==> config.mk <==
export PLATFORM = sky130hd
export DESIGN_NAME = hilo_mdu_flat
export DESIGN_NICKNAME = d
export VERILOG_FILES = /design/src/rtl/hilo_mdu_pkg.sv /design/src/rtl/hilo_mdu_if.sv /design/src/rtl/hilo_div_core.sv /design/src/rtl/hilo_mdu.sv /design/src/flat_wrapper.sv
export SDC_FILE = /design/constraint.sdc
export NUM_CORES = 2
export LEC_CHECK = 0
export ABC_CLOCK_PERIOD_IN_PS = 12200
export CORE_ASPECT_RATIO = 0.75
export CORE_MARGIN = 2
export CORE_UTILIZATION = 40
export CTS_CLUSTER_DIAMETER = 30
export CTS_CLUSTER_SIZE = 12
export DETAILED_ROUTE_END_ITERATION = 10
export SETUP_SLACK_MARGIN = 0.1
export SYNTH_ARGS = -nofsm -noshare
export SYNTH_HDL_FRONTEND = slang
export SYNTH_SLANG_ARGS = --single-unit
==> constraint.sdc <==
create_clock -name clk -period 12.2 [get_ports clk]
set_input_delay 1.22 -clock clk [delete_from_list [all_inputs] [get_ports clk]]
set_output_delay 1.22 -clock clk [all_outputs]
set_load 0.01 [all_outputs]
==> src/rtl/hilo_mdu_pkg.sv <==
// mdu_pkg: operation encoding, FSM states and op-decoding helpers shared by
// the HI/LO multiply/divide unit and its testbench.
package mdu_pkg;

   typedef enum logic [3:0] {
      OP_MULT  = 4'd0,
      OP_MULTU = 4'd1,
      OP_DIV   = 4'd2,
      OP_DIVU  = 4'd3,
      OP_MADD  = 4'd4,
      OP_MADDU = 4'd5,
      OP_MSUB  = 4'd6,
      OP_MSUBU = 4'd7,
      OP_MTHI  = 4'd8,
      OP_MTLO  = 4'd9
   } mdu_op_e;

   typedef enum logic [1:0] {
      ST_IDLE = 2'd0,
      ST_MUL  = 2'd1,
      ST_DIV  = 2'd2
   } mdu_state_e;

   // Codes 10..15 are reserved and must be ignored.
   function automatic logic op_valid(input logic [3:0] op);
      return (op <= 4'd9);
   endfunction

   function automatic logic op_is_div(input logic [3:0] op);
      return (op == 4'd2) || (op == 4'd3);
   endfunction

   function automatic logic op_is_mul(input logic [3:0] op);
      return (op <= 4'd7) && !op_is_div(op);
   endfunction

   // Arithmetic ops 0..7 use an even code for the signed variant.
   function automatic logic op_is_signed(input logic [3:0] op);
      return (op <= 4'd7) && !op[0];
   endfunction

endpackage

==> src/rtl/hilo_mdu_if.sv <==
// hilo_mdu_if: request/response bundle between the EX stage (master) and the
// HI/LO multiply/divide unit (slave).
//   start, op, rs_i, rt_i, cancel : request side, driven by the pipeline
//   busy, done, hi_o, lo_o        : status and architectural HI/LO
interface hilo_mdu_if #(parameter int DW = 32);
   logic          start;
   logic [3:0]    op;
   logic [DW-1:0] rs_i;
   logic [DW-1:0] rt_i;
   logic          cancel;
   logic          busy;
   logic          done;
   logic [DW-1:0] hi_o;
   logic [DW-1:0] lo_o;

   modport master (output start, op, rs_i, rt_i, cancel,
                   input  busy, done, hi_o, lo_o);
   modport slave  (input  start, op, rs_i, rt_i, cancel,
                   output busy, done, hi_o, lo_o);
endinterface

==> src/rtl/hilo_div_core.sv <==
// hilo_div_core: iterative radix-2 restoring divider on unsigned operands.
//   load/dividend/divisor : start a new division (one quotient bit per edge)
//   kill                  : abandon the running division
//   quotient/remainder    : result of the step taken at the coming edge
//   valid                 : the coming edge performs the final step, so the
//                           owner can capture quotient/remainder on that edge
module hilo_div_core
   import mdu_pkg::*;
#(
   parameter int DW = 32
) (
   input  logic          clk,
   input  logic          rst,
   input  logic          load,
   input  logic [DW-1:0] dividend,
   input  logic [DW-1:0] divisor,
   input  logic          kill,
   output logic [DW-1:0] quotient,
   output logic [DW-1:0] remainder,
   output logic          valid
);
   localparam int CW = $clog2(DW + 1);

   logic [DW-1:0] rem_r, quo_r, dvs_r;
   logic [CW-1:0] cnt_r;
   logic          run_r;
   logic [DW:0]   shift_s, diff_s;
   logic [DW-1:0] rem_nxt_s, quo_nxt_s;
   logic          qbit_s;

   // One restoring step: shift in the next dividend bit, subtract if it fits.
   always_comb begin
      shift_s = {rem_r, quo_r[DW-1]};
      diff_s  = shift_s - {1'b0, dvs_r};
      if (!diff_s[DW]) begin
         rem_nxt_s = diff_s[DW-1:0];
         qbit_s    = 1'b1;
      end else begin
         rem_nxt_s = shift_s[DW-1:0];
         qbit_s    = 1'b0;
      end
      quo_nxt_s = {quo_r[DW-2:0], qbit_s};
   end

   assign quotient  = quo_nxt_s;
   assign remainder = rem_nxt_s;
   assign valid     = run_r && (cnt_r == CW'(1));

   // Iteration state: load, step DW times, or stop on kill.
   always_ff @(posedge clk or posedge rst) begin
      if (rst) begin
         rem_r <= {DW{1'b0}};
         quo_r <= {DW{1'b0}};
         dvs_r <= {DW{1'b0}};
         cnt_r <= {CW{1'b0}};
         run_r <= 1'b0;
      end else if (kill) begin
         run_r <= 1'b0;
      end else if (load) begin
         rem_r <= {DW{1'b0}};
         quo_r <= dividend;
         dvs_r <= divisor;
         cnt_r <= CW'(DW);
         run_r <= 1'b1;
      end else if (run_r) begin
         rem_r <= rem_nxt_s;
         quo_r <= quo_nxt_s;
         cnt_r <= cnt_r - CW'(1);
         if (cnt_r == CW'(1)) begin
            run_r <= 1'b0;
         end
      end
   end
endmodule

==> src/rtl/hilo_mdu.sv <==
// hilo_mdu: architectural HI/LO registers with a multiply/accumulate and
// divide unit behind a start/busy/done handshake.
//   clk, rst : clock and asynchronous active-high reset
//   bus      : hilo_mdu_if slave (start/op/rs_i/rt_i/cancel in,
//              busy/done/hi_o/lo_o out)
// Multiplies finish MUL_LAT edges after accept, divides DW edges after accept;
// MTHI/MTLO and divide-by-zero complete at the accept edge itself.
module hilo_mdu
   import mdu_pkg::*;
#(
   parameter int DW      = 32,
   parameter int MUL_LAT = 2
) (
   input  logic         clk,
   input  logic         rst,
   hilo_mdu_if.slave    bus
);
   localparam int CW = (MUL_LAT > 1) ? $clog2(MUL_LAT) : 1;

   mdu_state_e      state_r;
   logic [DW-1:0]   hi_r, lo_r, a_r, b_r;
   logic [3:0]      op_r;
   logic [CW-1:0]   cnt_r;
   logic            busy_r, done_r, neg_q_r, neg_rem_r;

   logic            accept_s, rs_neg_s, rt_neg_s, div_load_s, div_kill_s;
   logic [DW-1:0]   rs_mag_s, rt_mag_s, div_quo_s, div_rem_s, q_fix_s, r_fix_s;
   logic            div_valid_s;
   logic [2*DW-1:0] ext_a_s, ext_b_s, prod_s, hilo_s, mul_res_s;

   assign accept_s   = bus.start && !busy_r && !bus.cancel && op_valid(bus.op);
   assign div_load_s = accept_s && op_is_div(bus.op) && (bus.rt_i != {DW{1'b0}});
   assign div_kill_s = (state_r == ST_DIV) && bus.cancel;

   // Operand magnitudes for the divider (signed variants only).
   always_comb begin
      rs_neg_s = op_is_signed(bus.op) && bus.rs_i[DW-1];
      rt_neg_s = op_is_signed(bus.op) && bus.rt_i[DW-1];
      if (rs_neg_s) begin
         rs_mag_s = ~bus.rs_i + {{(DW-1){1'b0}}, 1'b1};
      end else begin
         rs_mag_s = bus.rs_i;
      end
      if (rt_neg_s) begin
         rt_mag_s = ~bus.rt_i + {{(DW-1){1'b0}}, 1'b1};
      end else begin
         rt_mag_s = bus.rt_i;
      end
   end

   hilo_div_core #(.DW(DW)) u_div (
      .clk       (clk),
      .rst       (rst),
      .load      (div_load_s),
      .dividend  (rs_mag_s),
      .divisor   (rt_mag_s),
      .kill      (div_kill_s),
      .quotient  (div_quo_s),
      .remainder (div_rem_s),
      .valid     (div_valid_s)
   );

   // Full-width product and accumulate; extending to 2*DW then truncating
   // the product gives the correct signed result modulo 2^(2*DW).
   always_comb begin
      if (op_is_signed(op_r)) begin
         ext_a_s = {{DW{a_r[DW-1]}}, a_r};
         ext_b_s = {{DW{b_r[DW-1]}}, b_r};
      end else begin
         ext_a_s = {{DW{1'b0}}, a_r};
         ext_b_s = {{DW{1'b0}}, b_r};
      end
      prod_s = ext_a_s * ext_b_s;
      hilo_s = {hi_r, lo_r};
      case (op_r)
         OP_MADD, OP_MADDU: mul_res_s = hilo_s + prod_s;
         OP_MSUB, OP_MSUBU: mul_res_s = hilo_s - prod_s;
         default:           mul_res_s = prod_s;
      endcase
   end

   // Sign fix-up of the unsigned divider result. The -2^(DW-1)/-1 case needs
   // no special handling: magnitude 2^(DW-1) is already the required pattern.
   always_comb begin
      if (neg_q_r) begin
         q_fix_s = ~div_quo_s + {{(DW-1){1'b0}}, 1'b1};
      end else begin
         q_fix_s = div_quo_s;
      end
      if (neg_rem_r) begin
         r_fix_s = ~div_rem_s + {{(DW-1){1'b0}}, 1'b1};
      end else begin
         r_fix_s = div_rem_s;
      end
   end

   // Control FSM, HI/LO registers and handshake outputs.
   always_ff @(posedge clk or posedge rst) begin
      if (rst) begin
         state_r   <= ST_IDLE;
         hi_r      <= {DW{1'b0}};
         lo_r      <= {DW{1'b0}};
         a_r       <= {DW{1'b0}};
         b_r       <= {DW{1'b0}};
         op_r      <= 4'd0;
         cnt_r     <= {CW{1'b0}};
         busy_r    <= 1'b0;
         done_r    <= 1'b0;
         neg_q_r   <= 1'b0;
         neg_rem_r <= 1'b0;
      end else begin
         done_r <= 1'b0;
         case (state_r)
            ST_IDLE: begin
               if (accept_s) begin
                  if (bus.op == OP_MTHI) begin
                     hi_r   <= bus.rs_i;
                     done_r <= 1'b1;
                  end else if (bus.op == OP_MTLO) begin
                     lo_r   <= bus.rs_i;
                     done_r <= 1'b1;
                  end else if (op_is_div(bus.op)) begin
                     if (bus.rt_i == {DW{1'b0}}) begin
                        lo_r   <= {DW{1'b1}};
                        hi_r   <= bus.rs_i;
                        done_r <= 1'b1;
                     end else begin
                        state_r   <= ST_DIV;
                        busy_r    <= 1'b1;
                        neg_q_r   <= rs_neg_s ^ rt_neg_s;
                        neg_rem_r <= rs_neg_s;
                     end
                  end else begin
                     a_r     <= bus.rs_i;
                     b_r     <= bus.rt_i;
                     op_r    <= bus.op;
                     cnt_r   <= CW'(MUL_LAT - 1);
                     state_r <= ST_MUL;
                     busy_r  <= 1'b1;
                  end
               end
            end
            ST_MUL: begin
               if (bus.cancel) begin
                  state_r <= ST_IDLE;
                  busy_r  <= 1'b0;
               end else if (cnt_r == {CW{1'b0}}) begin
                  {hi_r, lo_r} <= mul_res_s;
                  state_r      <= ST_IDLE;
                  busy_r       <= 1'b0;
                  done_r       <= 1'b1;
               end else begin
                  cnt_r <= cnt_r - CW'(1);
               end
            end
            ST_DIV: begin
               if (bus.cancel) begin
                  state_r <= ST_IDLE;
                  busy_r  <= 1'b0;
               end else if (div_valid_s) begin
                  lo_r    <= q_fix_s;
                  hi_r    <= r_fix_s;
                  state_r <= ST_IDLE;
                  busy_r  <= 1'b0;
                  done_r  <= 1'b1;
               end
            end
            default: begin
               state_r <= ST_IDLE;
               busy_r  <= 1'b0;
            end
         endcase
      end
   end

   assign bus.busy = busy_r;
   assign bus.done = done_r;
   assign bus.hi_o = hi_r;
   assign bus.lo_o = lo_r;
endmodule
==> src/flat_wrapper.sv <==
// flat-port wrapper written by rule: the top's interface ports become plain ports
module hilo_mdu_flat import mdu_pkg::*;
#(
   parameter int DW      = 32,
   parameter int MUL_LAT = 2
)
  (clk, rst, bus_start, bus_op, bus_rs_i, bus_rt_i, bus_cancel, bus_busy, bus_done, bus_hi_o, bus_lo_o);
  hilo_mdu_if #(.DW(DW)) bus_i ();
  input  logic clk;
  input  logic rst;
  input wire logic [$bits(bus_i.start)-1:0] bus_start;
  input wire logic [$bits(bus_i.op)-1:0] bus_op;
  input wire logic [$bits(bus_i.rs_i)-1:0] bus_rs_i;
  input wire logic [$bits(bus_i.rt_i)-1:0] bus_rt_i;
  input wire logic [$bits(bus_i.cancel)-1:0] bus_cancel;
  output wire logic [$bits(bus_i.busy)-1:0] bus_busy;
  output wire logic [$bits(bus_i.done)-1:0] bus_done;
  output wire logic [$bits(bus_i.hi_o)-1:0] bus_hi_o;
  output wire logic [$bits(bus_i.lo_o)-1:0] bus_lo_o;
  assign bus_i.start = bus_start;
  assign bus_i.op = bus_op;
  assign bus_i.rs_i = bus_rs_i;
  assign bus_i.rt_i = bus_rt_i;
  assign bus_i.cancel = bus_cancel;
  assign bus_busy = bus_i.busy;
  assign bus_done = bus_i.done;
  assign bus_hi_o = bus_i.hi_o;
  assign bus_lo_o = bus_i.lo_o;
  hilo_mdu #(.DW(DW), .MUL_LAT(MUL_LAT)) u_core (.clk(clk), .rst(rst), .bus(bus_i));
endmodule
## After elaboration in Yosys (flattened, before gate mapping)

Cells that the tools add are included.
W data, S select, Z words.

| word-level totals | value |
|---|---|
| bits in latches | 0 |
| memories kept | 0 |
| bits in registers | 242 |
| memory bits (read-only) | 0 |
| RAM bits | 0 |

| operators by class | value |
|---|---|
| order comparisons | 3 |
| divide/modulo/power cells | 0 |
| reduce and logical (&&, ||, !) cells | 32 |
| $add $sub $neg | 9 |
| bitwise operators | 10 |
| equality and inequality tests | 27 |
| muxes and demuxes | 76 |
| shifts and indexed selects | 0 |
| $mul | 1 |

Operator list:

| kind | number |
|---|---|
| $mux W32 | 27 |
| $pmux W32 S3 | 2 |
| $add A32 B1 Y32 const B | 4 |
| $mux W64 | 2 |
| $not A32 Y32 | 4 |
| $pmux W64 S2 | 1 |
| $add A64 B64 Y64 | 1 |
| $mul A64 B64 Y64 | 1 |
| $sub A64 B64 Y64 | 1 |
| $sub A33 B32 Y33 | 1 |
| $logic_not A32 Y1 | 1 |
| $reduce_bool A32 Y1 | 1 |
| $mux W1 | 29 |
| $mux W2 | 9 |
| $reduce_and A6 Y1 | 3 |
| $reduce_and A9 Y1 | 2 |
| $eq A4 B3 Y1 const B | 4 |
| $mux W6 | 2 |
| $ne A2 B2 Y1 const B | 6 |
| $ne A3 B1 Y1 const B | 4 |
| $logic_and A1 B1 Y1 | 11 |
| $eq A4 B2 Y1 const B | 2 |
| $eq A4 B4 Y1 const B | 2 |
| $le A4 B3 Y1 const B | 2 |
| 22 further kinds | 36 |

## Logic depth before layout (Yosys ltp)

| logic depth | value |
|---|---|
| depth in word-level cells | 9 |
| depth in mapped cells | 55 |
| mapped depth without buffers | 52 |

## Cells and area by module

From an unflattened synthesis, not the netlist that was laid out.

| second synthesis, totals | value |
|---|---|
| cell total of the unflattened synthesis | 7886 |
| area, all modules | 69233.9 sq um |

Modules (own cells, without submodules):

| module | cells each | area each (sq um) | times used |
|---|---|---|---|
| hilo_mdu | 7058 | 62177.1 | 1 |
| hilo_div_core | 828 | 7056.8 | 1 |

## Least setup slack after synthesis

No wires, ideal clock.

| path | value |
|---|---|
| path kind | flip-flop to flip-flop |
| from | register u_core.op_r[3] |
| to | register u_core.hi_r[31] (netlist: u_core.bus.hi_o[31]) |
| setup time | 0.138 ns |
| required time | 12.062 ns |
| buffers on the path | 2 |
| setup slack | 0.048 ns |
| data arrival time | 12.014 ns |
| stages on the path, launching flop included | 51 |
| clock period less this slack | 12.152 ns |
| path through | dfrtp_1 -> nor2_1 -> and2_1 -> clkbuf_1 -> clkbuf_1 -> nand2_1 -> fa_1 -> inv_1 -> fa_1 -> inv_1 -> fa_1 -> inv_1 -> fa_1 -> inv_1 -> fa_1 -> inv_1 -> fa_1 -> fa_1 -> (+15 left out) -> nor4_1 -> and3_1 -> nor2_1 -> xor2_1 -> ha_1 -> inv_1 -> o21bai_1 -> a21oi_1 -> o21bai_1 -> a21oi_1 -> nor4bb_1 -> o41ai_1 -> nand3_1 -> nand2_1 -> xnor3_1 -> nor2_1 -> xnor2_1 -> o221ai_1 |

| on the way | value |
|---|---|
| cells in the longest elaborated chain, start to end | 9 |
| elaborated cells between the ends (all ways) | 17 |
| those cells by class | add/sub (2); mul (1); order compare (1); eq/ne (4); mux (6); reduce/logical (3) |

RTL lines:

| element | RTL line | RTL |
|---|---|---|
| from (decl) | hilo_mdu.sv:22 | `logic [3:0] op_r;` |
| from (signal assigned) | hilo_mdu.sv:136 | `op_r <= bus.op;` |
| $le A4 B3 Y1 | hilo_mdu_pkg.sv:39 | `return (op <= 4'd7) && !op[0];` |
| $logic_and A1 B1 Y1 | hilo_mdu_pkg.sv:39 |  |
| $mux W64 | hilo_mdu.sv:66 | `if (op_is_signed(op_r)) begin` |
| $mul A64 B64 Y64 | hilo_mdu.sv:73 | `prod_s = ext_a_s * ext_b_s;` |
| $sub A64 B64 Y64 / $add A64 B64 Y64 (equally long branches) | hilo_mdu.sv:77, hilo_mdu.sv:76 |  |
| $pmux W64 S2 * | hilo_mdu.sv:75 | `case (op_r)` |
| $mux W32 * | hilo_mdu.sv:147 | `end else if (cnt_r == {CW{1'b0}}) begin` |
| $mux W32 * | hilo_mdu.sv:144 | `if (bus.cancel) begin` |
| $pmux W32 S3 * | hilo_mdu.sv:113 | `case (state_r)` |
| to (signal assigned) | hilo_mdu.sv:117 | `hi_r <= bus.rs_i;` |
| to (signal assigned) | hilo_mdu.sv:125 | `hi_r <= bus.rs_i;` |
| to (signal assigned) | hilo_mdu.sv:148 | `{hi_r, lo_r} <= mul_res_s;` |
| to (decl) | hilo_mdu.sv:21 | `logic [DW-1:0] hi_r, lo_r, a_r, b_r;` |

Mark *: on every way between the ends. The rest lies on a longest branch, timed or not. The select of a mux whose other input is x is not followed.
A chain may end at the register's enable or synchronous reset.

## Worst setup path after layout

| path | value |
|---|---|
| from | register u_core.b_r[9] |
| to | register u_core.hi_r[21] (netlist: u_core.bus.hi_o[21]) |

| on the way | value |
|---|---|
| cells in the longest elaborated chain, start to end | 7 |
| elaborated cells between the ends (all ways) | 8 |
| those cells by class | add/sub (2); mul (1); mux (5) |

RTL lines:

| element | RTL line | RTL |
|---|---|---|
| from (decl) | hilo_mdu.sv:21 |  |
| from (signal assigned) | hilo_mdu.sv:104 | `b_r <= {DW{1'b0}};` |
| from (signal assigned) | hilo_mdu.sv:135 | `b_r <= bus.rt_i;` |
| $mux W64 * | hilo_mdu.sv:66 |  |
| $mul A64 B64 Y64 * | hilo_mdu.sv:73 |  |
| $sub A64 B64 Y64 / $add A64 B64 Y64 (equally long branches) | hilo_mdu.sv:77, hilo_mdu.sv:76 |  |
| $pmux W64 S2 * | hilo_mdu.sv:75 |  |
| $mux W32 * | hilo_mdu.sv:147 |  |
| $mux W32 * | hilo_mdu.sv:144 |  |
| $pmux W32 S3 * | hilo_mdu.sv:113 |  |

Marked as above.

==> impl_metrics.tcl <==
set metrics [dict create \
    outcome "completed" \
    cp_slowest_cell "or4_4" \
    drt_wl_total_mm 243 \
    fp.dieH_um 362 \
    tightest_slew_ps 1150 \
    cp_max_fo 6 \
    cts_tree "yes" \
    wl_per_cell_um 22.7 \
    layout_commonest_cell "inv_1" \
    hold_viol_final 0 \
    fp.coreArea_mm2 0.170 \
    path_delay_family "adder cells" \
    ant_nets 0 \
    synth_area_mm2 0.0684 \
    path_class "flip-flop to flip-flop" \
    overflow 0 \
    critPathCaptureType "flip-flop" \
    syn_inst 7750 \
    drtPass1Iterations 6 \
    ys_seq_elements 242 \
    avgSynthCellArea_um2 8.82 \
    max_stage_delay_ps 540 \
    ctsHoldBuffers 0 \
    skew_ps 72.9 \
    whs_ps 515 \
    cts_sinks 242 \
    fin_nets 10300 \
    setup_viol_count_final 0 \
    timing.final.crit_period_ps 12200 \
    maxCapViolCount 0 \
    synth_edf_count 0 \
    grt_util_all_layers_pct 28.2 \
    antenna_found_initial 18 \
    grt_pass1_vias 58300 \
    critPathCapture "u_core.bus.hi_o[21]$_DFFE_PP0P_" \
    cp-startpoint "u_core.b_r[9]$_DFFE_PP0P_" \
    numPortBuffers 137 \
    synthTopCellsByArea "fa_1 (42%), inv_1 (9.2%), dfrtp_1 (8.9%)" \
    clock-root-buffer "clkbuf_16" \
    drtIter0Drc 5579 \
    place_ws_ps -901 \
    cts_made_buffers 59 \
    clk_path_buf_depth 3 \
    place.gp.congestion 0.974 \
    clk_pin_slew_ps 50 \
    rrSetupSlack_ps 3 \
    startpoint_type "flip-flop" \
    start_util_pct 40.2 \
    r2r-end "u_core.bus.hi_o[21]$_DFFE_PP0P_" \
    die_area_mm2 0.174 \
    synth_nets 9656 \
    ys_seq_area_share_pct 8.86 \
    die_w_um 481 \
    yosysUniqueCellTypes 96 \
    min_path_type "flip-flop to flip-flop" \
    rr_worst_depth 54 \
    worst_ep_required_time_ps 12740 \
    yosys.area.top_type "fa_1" \
    crit_arrival_ps 12740 \
    synth_warnings 0 \
    yosysTopAreaCellShare_pct 41.8 \
    rsz0062_at_grt "yes" \
    worstSkewPairLatency_ps 680 \
    cts_max_level 2 \
    synthFlopType "dfrtp_1" \
    grt_max_degree 114 \
    dp_hpwl_mm 205 \
    async_reset_ff_share_pct 100 \
    relSlewSlack_pct 23.1 \
    final_cell_mix "inv_1 (1656), fa_1 (1397), nand2_1 (1093)" \
    worst-path-buf-inv 15 \
    worst-path-stages 54 \
    drc_errors 0 \
    fin_ws_ps 2.57 \
    rows 131 \
    max_freq_mhz 82.0 \
    layout-drive-gt1-share_pct 15.0 \
    boundaryPins 138 \
    via_count 56700 \
    area_growth_pct 19.1 \
    vias_per_cell 5.31 \
    grt_pass1_wl_mm 372 \
    r2r_start "u_core.b_r[9]$_DFFE_PP0P_" \
    fin_crit_sh_pct 100 \
    drv_slew 0 \
    crit_top_cell "fa_1" \
]
## logic make-up (layout without fill, tap and decap cells)
logic type      count (synthesis)  in the layout  share of synthesized area [%]
compound gates               1025           1025                           9.51
fa+ha+maj                    1837           1837                           49.3
mux                           123            123                           1.92
xor+xnor                      380            380                           4.91
buf+inv                      2045           2714                           11.3
flops                         242            242                           8.86
simple gates                 2098           2098                           14.3
other cells                     0              2                              0
## what timing repair did
action,in CTS,in global routing
setup endpoints to repair,24,30
gates resized for setup,155,196
setup buffers,34,39
pin swaps,69,115
cloned,2,1
## cell type report
class | count | area [um^2]
fillers | 16000 | 88500
flip-flops and latches | 242 | 6070
inverters | 1670 | 6280
clock buffers | 67 | 1570
repair buffers | 933 | 8300
multi-input cells | 5463 | 55800
well taps | 2261 | 2830
clock inverters | 44 | 556
diodes | 2 | 5.00
## cell usage after synthesis (22+ instances only)
master	n
nand3_1	61
a31oi_1	24
a21oi_1	238
xor2_1	136
a211oi_1	50
o21a_1	29
a221oi_1	22
and3_1	48
clkbuf_1	347
o21bai_1	36
a221o_1	26
o211ai_1	22
and2_1	354
a21o_1	74
mux2_2	64
mux2i_1	59
nand2b_1	39
nor3_1	62
o21ai_0	323
or3_1	33
o31ai_1	50
nor4_1	22
fa_1	1426
nand4_1	24
ha_1	408
nand2_1	1111
nor2b_1	30
dfrtp_1	242
nor2_1	234
inv_1	1667
xnor2_1	241
## per-stage QoR
stage                     area, um^2  util (%)  std cells  setup TNS, ps
final                          81400      47.9      10700              0
after global routing           81400      47.9      10700          -3460
after CTS                      80300      47.3      10600              0
after detailed placement       77300      45.5      10500          -8540
after global placement         77300      45.5      10500          -8850
after floorplan                68400         -       7750              0
## routing by layer
layer,global-route usage (%),wire [um],vias up
met4,6.31,6730,4
met5,0,26,-
met1,44.1,113000,28700
met3,8.75,29600,308
met2,37.4,93500,2635
li1,-,-,25000
## registers in the layout, indices dropped and copies added (netlist names)
| name | flops |
|---|---|
| u_core.a_r | 32 |
| u_core.b_r | 32 |
| u_core.bus.hi_o | 32 |
| u_core.bus.lo_o | 32 |
| u_core.u_div.dvs_r | 32 |
| u_core.u_div.quo_r | 32 |
| u_core.u_div.rem_r | 32 |
| u_core.u_div.cnt_r | 6 |
| u_core.op_r | 4 |
| u_core.state_r | 2 |
| u_core.bus.busy | 1 |
| u_core.bus.done | 1 |
| u_core.cnt_r | 1 |
| u_core.neg_q_r | 1 |
| u_core.neg_rem_r | 1 |
| u_core.u_div.run_r | 1 |
## how the worst min path moves through the flow
stage                                                  from                           endpoint  slack [ps]  cells after the start
after floorplan                  u_core.op_r[2]$_DFFE_PP0P_         u_core.op_r[2]$_DFFE_PP0P_         480                      1
after detailed placement  u_core.u_div.dvs_r[0]$_DFFE_PP0P_  u_core.u_div.dvs_r[0]$_DFFE_PP0P_         500                      1
final                     u_core.u_div.dvs_r[0]$_DFFE_PP0P_  u_core.u_div.dvs_r[0]$_DFFE_PP0P_         510                      1
after CTS                 u_core.u_div.dvs_r[0]$_DFFE_PP0P_  u_core.u_div.dvs_r[0]$_DFFE_PP0P_         520                      1
after global placement    u_core.u_div.dvs_r[0]$_DFFE_PP0P_  u_core.u_div.dvs_r[0]$_DFFE_PP0P_         500                      1
after global routing      u_core.u_div.dvs_r[0]$_DFFE_PP0P_  u_core.u_div.dvs_r[0]$_DFFE_PP0P_         530                      1
Power is left out: the tool's default activity adds up to more than one toggle a clock period on the data nets, which glitch-free logic cannot reach.
